[config.mk]
export PLATFORM = sky130hd
export DESIGN_NAME = seq_restoring_divider7_flat
export DESIGN_NICKNAME = d
export VERILOG_FILES = /design/src/rtl/seq_restoring_divider7_pkg.sv /design/src/rtl/seq_restoring_divider7_if.sv /design/src/rtl/seq_restoring_divider7_trial_sub.sv /design/src/rtl/seq_restoring_divider7.sv /design/src/flat_wrapper.sv
export SDC_FILE = /design/constraint.sdc
export NUM_CORES = 1
export LEC_CHECK = 0
export CAP_MARGIN = 40
export CORE_ASPECT_RATIO = 1.5
export CORE_MARGIN = 3
export CORE_UTILIZATION = 40
export DETAILED_ROUTE_END_ITERATION = 8
export PLACE_DENSITY = 0.69
export SETUP_SLACK_MARGIN = 0.02
export SLEW_MARGIN = 10
export SYNTH_ARGS = -nofsm -noshare
export SYNTH_HDL_FRONTEND = slang
export SYNTH_SLANG_ARGS = --single-unit
[constraint.sdc]
create_clock -name clk -period 4.4 [get_ports clk]
set_input_delay 0.88 -clock clk [delete_from_list [all_inputs] [get_ports clk]]
set_output_delay 0.88 -clock clk [all_outputs]
set_load 0.005 [all_outputs]
[src/rtl/seq_restoring_divider7_pkg.sv]
// Shared ALU definitions: divider state encoding and sizing helpers.
// Used by the divider, its interface and the bench.
package alu_pkg;

  localparam int DIV_WIDTH = 7;

  typedef enum logic [1:0] {
    IDLE = 2'd0,
    RUN  = 2'd1,
    DONE = 2'd2
  } div_state_e;

  function automatic int cnt_w(input int w);
    return $clog2(w + 1);
  endfunction

endpackage

[src/rtl/seq_restoring_divider7_if.sv]
// Control-unit to divider handshake and operand/result bundle.
// The control unit drives start and operands; the divider returns status and results.
interface seq_restoring_divider7_if
  import alu_pkg::*;
#(
  parameter int WIDTH = DIV_WIDTH
);

  logic             start;
  logic [WIDTH-1:0] dividend;
  logic [WIDTH-1:0] divisor;
  logic             busy;
  logic             done;
  logic [WIDTH-1:0] quotient;
  logic [WIDTH-1:0] remainder;
  logic             div_by_zero;

  modport master (
    output start, dividend, divisor,
    input  busy, done, quotient, remainder, div_by_zero
  );

  modport slave (
    input  start, dividend, divisor,
    output busy, done, quotient, remainder, div_by_zero
  );

endinterface

[src/rtl/seq_restoring_divider7_trial_sub.sv]
// Trial subtractor: A + ~B + 1 with generate/propagate carry,
// borrow is the inverted carry out.
module div_trial_sub #(
  parameter int W = 8
) (
  input  logic [W-1:0] a_i,
  input  logic [W-1:0] b_i,
  output logic [W-1:0] diff_o,
  output logic         borrow_o
);

  logic [W-1:0] g;
  logic [W-1:0] p;
  logic [W:0]   c;

  always_comb begin
    g    = a_i & ~b_i;
    p    = a_i ^ ~b_i;
    c    = '0;
    c[0] = 1'b1;
    for (int i = 0; i < W; i++) begin
      c[i+1] = g[i] | (p[i] & c[i]);
    end
  end

  assign diff_o   = p ^ c[W-1:0];
  assign borrow_o = ~c[W];

endmodule

[src/rtl/seq_restoring_divider7.sv]
// Sequential restoring divider: one quotient bit per clock,
// divide-by-zero short-circuits straight to DONE.
module seq_restoring_divider7
  import alu_pkg::*;
#(
  parameter int WIDTH = DIV_WIDTH
) (
  input  logic                    clk,
  input  logic                    rst_n,
  seq_restoring_divider7_if.slave bus
);

  localparam int CW = cnt_w(WIDTH);

  div_state_e       state_q, state_d;
  logic [WIDTH-1:0] rem_q, rem_d;
  logic [WIDTH-1:0] quo_q, quo_d;
  logic [WIDTH-1:0] div_q, div_d;
  logic [WIDTH-1:0] qout_q, qout_d;
  logic [WIDTH-1:0] rout_q, rout_d;
  logic [CW-1:0]    cnt_q, cnt_d;
  logic             dbz_q, dbz_d;

  logic [WIDTH:0]   partial;
  logic [WIDTH:0]   trial;
  logic             borrow;
  logic             unused_trial_msb;

  assign partial = {rem_q, quo_q[WIDTH-1]};

  div_trial_sub #(
    .W (WIDTH + 1)
  ) u_sub (
    .a_i      (partial),
    .b_i      ({1'b0, div_q}),
    .diff_o   (trial),
    .borrow_o (borrow)
  );

  // Without a borrow the difference fits in WIDTH bits.
  assign unused_trial_msb = trial[WIDTH];

  always_comb begin
    state_d = state_q;
    rem_d   = rem_q;
    quo_d   = quo_q;
    div_d   = div_q;
    cnt_d   = cnt_q;
    qout_d  = qout_q;
    rout_d  = rout_q;
    dbz_d   = dbz_q;
    unique case (state_q)
      IDLE, DONE: begin
        state_d = IDLE;
        if (bus.start) begin
          if (bus.divisor == '0) begin
            state_d = DONE;
            qout_d  = '1;
            rout_d  = bus.dividend;
            dbz_d   = 1'b1;
          end else begin
            state_d = RUN;
            rem_d   = '0;
            quo_d   = bus.dividend;
            div_d   = bus.divisor;
            cnt_d   = CW'(WIDTH);
          end
        end
      end
      RUN: begin
        rem_d = borrow ? partial[WIDTH-1:0] : trial[WIDTH-1:0];
        quo_d = {quo_q[WIDTH-2:0], ~borrow};
        cnt_d = cnt_q - 1'b1;
        if (cnt_q == CW'(1)) begin
          state_d = DONE;
          qout_d  = quo_d;
          rout_d  = rem_d;
          dbz_d   = 1'b0;
        end
      end
      default: state_d = IDLE;
    endcase
  end

  always_ff @(posedge clk or negedge rst_n) begin
    if (!rst_n) begin
      state_q <= IDLE;
      rem_q   <= '0;
      quo_q   <= '0;
      div_q   <= '0;
      cnt_q   <= '0;
      qout_q  <= '0;
      rout_q  <= '0;
      dbz_q   <= 1'b0;
    end else begin
      state_q <= state_d;
      rem_q   <= rem_d;
      quo_q   <= quo_d;
      div_q   <= div_d;
      cnt_q   <= cnt_d;
      qout_q  <= qout_d;
      rout_q  <= rout_d;
      dbz_q   <= dbz_d;
    end
  end

  assign bus.busy        = (state_q == RUN);
  assign bus.done        = (state_q == DONE);
  assign bus.quotient    = qout_q;
  assign bus.remainder   = rout_q;
  assign bus.div_by_zero = dbz_q;

endmodule

[src/flat_wrapper.sv]
// flat-port wrapper written by rule: the top's interface ports become plain ports
module seq_restoring_divider7_flat import alu_pkg::*;
#(
  parameter int WIDTH = DIV_WIDTH
)
  (clk, rst_n, bus_start, bus_dividend, bus_divisor, bus_busy, bus_done, bus_quotient, bus_remainder, bus_div_by_zero);
  seq_restoring_divider7_if #(.WIDTH(WIDTH)) bus_i ();
  input  logic clk;
  input  logic rst_n;
  input wire logic [$bits(bus_i.start)-1:0] bus_start;
  input wire logic [$bits(bus_i.dividend)-1:0] bus_dividend;
  input wire logic [$bits(bus_i.divisor)-1:0] bus_divisor;
  output wire logic [$bits(bus_i.busy)-1:0] bus_busy;
  output wire logic [$bits(bus_i.done)-1:0] bus_done;
  output wire logic [$bits(bus_i.quotient)-1:0] bus_quotient;
  output wire logic [$bits(bus_i.remainder)-1:0] bus_remainder;
  output wire logic [$bits(bus_i.div_by_zero)-1:0] bus_div_by_zero;
  assign bus_i.start = bus_start;
  assign bus_i.dividend = bus_dividend;
  assign bus_i.divisor = bus_divisor;
  assign bus_busy = bus_i.busy;
  assign bus_done = bus_i.done;
  assign bus_quotient = bus_i.quotient;
  assign bus_remainder = bus_i.remainder;
  assign bus_div_by_zero = bus_i.div_by_zero;
  seq_restoring_divider7 #(.WIDTH(WIDTH)) u_core (.clk(clk), .rst_n(rst_n), .bus(bus_i));
endmodule
==> out/results.ini <==
[status]
status = finished clean

[route]
drc = 0
drtAntennaViolNets = 0
wl_per_cell_um = 14.3
drt_iter0_drc = 65
firstDrtPassIters = 4
vias_per_cell = 4.92
drt_wl_total_um = 4050
vias = 1396

[logic_synthesis]
yosys_warnings = 0
syn-num-nets = 209
synthMuxAreaShare_pct = 12.1
synth_compound_area_share_pct = 12.6
yosysTopAreaCell = dfrtp_1
synth_xor_xnor_area_share_pct = 0.427
synth_top_family_by_area = compound AO/OA/AOI/OAI gates
synth_simple_gate_area_share_pct = 10.0
synth_seq_cells = 41
synth.distinct_cells = 33
netlist.area_leader.share_pct = 50.1
syn_inst = 183
syn_area_um2 = 2050
synthAdderAreaFrac_pct = 7.69
yosys-top-cells-area = dfrtp_1 (50%), mux2_2 (6.0%), fa_1 (5.9%), o21ai_0 (5.6%), mux2i_1 (3.9%)
yosysSeqAreaShare_pct = 50.1
syn_avg_cell_area_um2 = 11.2

[clock_network]
hold_buffers = 0
ctsLongestPathBuffers = 2
post_cts_resize_count = 0
cts_buffers = 5
clkSlewWorstSetupHoldPaths_ns = 0.08
root_buffer = clkbuf_8
h-tree-depth = 2
cts_setup_buffers = 0
cts_tree = yes
clock_sinks = 41
clock_latency_ns = 0.29

[critical_path]
crit_path_max_fanout = 8
cp_data_arrival_time_ns = 3.93
cp_data_required_time_ns = 4.58
setup.worst_path.start_class = flop
worstSetupPathType = flop to flop
timing.critical_path.to_type = flop

[timing]
finClkSkew_ns = 0.00789
finalSetupViolations = 0
setup_slack_ns = 0.651
rsz0062_at_grt = no
slew_violations = 0
setup_tns_ns = 0
min_period_over_period_pct = 85.2
max_freq_ghz = 0.267
hold_viol = 0
post-route-min-period_ns = 3.75
whs_ns = 0.517
worst_pin_slew_ns = 0.846
relSlewSlack_pct = 43.6

[pwr]
power_leakage_nw = 1.11
p_per_area_nw_per_um2 = 809
switching_share_pct = 37.7
clockPowerShare_pct = 17.1
p_switching_w = 0.000781
comb_power_share_pct = 50.2
vdd_drop_max_mv = 0.348
p_seq_share_pct = 32.7
internal_power_w = 0.00129

[global_routing]
grt_first_pass_wirelength_um = 6870
grt_overflow = 0
gr-usage-all-layers_pct = 14.7
grt_pass1_vias = 1459
grt_max_degree = 30
grt_antenna_before_repair = 0

[final_layout]
layout.nets = 243
drive_gt1_share_pct = 16.1
layout_commonest_cell = dfrtp_1
antenna_cells = 0
layout_common_cells = dfrtp_1 (41), clkdlybuf4s50_1 (32), o21ai_0 (23)
synthToLayoutAreaGrowth_pct = 24.9

[place]
gp_congestion = 0.880
portBuffers = 33
hpwl_um = 3120
dp_slack_ns = 0.653

[die]
initial_core_util_pct = 41.9
ios = 34
die_width_um = 64.4
core-area_um2 = 4890
core.rowCount = 31
die_y_um = 93.7
dieArea_um2 = 6040

[worst_hold_path]
min_path_type = flop to flop

[flow_run]
maxCapViolCount = 0

registers in the layout, indices dropped and copies added (netlist names):
name                    count
u_core.rem_q                7
u_core.bus.remainder        7
u_core.quo_q                7
u_core.state_q              2
u_core.bus.quotient         7
u_core.bus.div_by_zero      1
u_core.cnt_q                3
u_core.div_q                7
cell type report:
class                   instances  area, um2
fillers                       470       2330
flip-flops and latches         41       1030
multi-input cells             115        878
repair buffers                 37        375
well taps                      66       82.6
clock buffers                   5       68.8
clock inverters                 3       65.1
inverters                      17       63.8
routing by layer:
layer  GRT usage, %  wire, um
met1           17.4      1680
met2           25.9      2160
met3           2.75       112
met4           6.17       103
met5              0         0
per-stage QoR:
step | utilization [%] | power (W) | cell area (um2) | cells
3_3_place_gp | 49.1 | 0.00171 | 2400 | 275
4_1_cts | 52.4 | 0.00210 | 2560 | 284
3_5_place_dp | 49.6 | 0.00174 | 2430 | 276
5_1_grt | 52.4 | 0.00226 | 2560 | 284
6_report | 52.4 | 0.00207 | 2560 | 284
2_1_floorplan | - | 0.00140 | 2050 | 183
worst paths after layout:
kind	start	to	slack, ns	depth (start not counted)
min in group asynchronous	rst_n	u_core.bus.quotient[4]	0.53	1
worst max register to register	u_core.quo_q[6]	u_core.bus.remainder[6]	0.65	13
worst max-delay path	u_core.quo_q[6]	u_core.bus.remainder[6]	0.65	13
max in group asynchronous	rst_n	u_core.div_q[3]	3.40	2
worst min register to register	u_core.cnt_q[2]	u_core.cnt_q[2]	0.52	2
worst min-delay path	u_core.cnt_q[2]	u_core.cnt_q[2]	0.52	2
synth_stat cells (all sizes together):
cell type and n:
a21o 1, inv 17, fa 6, nor2b 1, o22ai 5, a21oi 5, buf 8, nor2 8
or2 2, nor3 8, o21a 1, mux2i 8, dfrtp 41, nand2b 3, o21ai 24, mux2 14
nand2 14, a22oi 1, a31oi 6, and2 1, xor2 1, ha 3, clkbuf 2, nor4 1
o2bb2ai 2
critical path: stages (launching register included):
cell and delay, ns:
dfrtp_1 0.36, inv_1 0.05, ha_1 0.19, fa_1 0.39, fa_1 0.39, fa_1 0.38, fa_1 0.39, fa_1 0.37
inv_1 0.07, fa_1 0.25, or2_2 0.22, mux2i_1 0.22, o21ai_0 0.09, mux2_2 0.28
power by group through the flow:
stage / clock (W) / combinational, W / sequential, W
after floorplan: 0 / 0.000740 / 0.000664
after global placement: 0 / 0.00103 / 0.000680
after detailed placement: 0 / 0.00106 / 0.000686
after CTS: 0.000363 / 0.00106 / 0.000680
after global routing: 0.000381 / 0.00118 / 0.000706
final: 0.000354 / 0.00104 / 0.000676
cell families after synthesis:
family	count (synthesis)
AOI/OAI and AO/OA	45
DFF	41
and+or+nand+nor	38
buffers and inverters	27
muxes	22
adders and majority gates	9
xor gates and xnor gates	1
No activity file was read; power rests on OpenSTA's default activity.
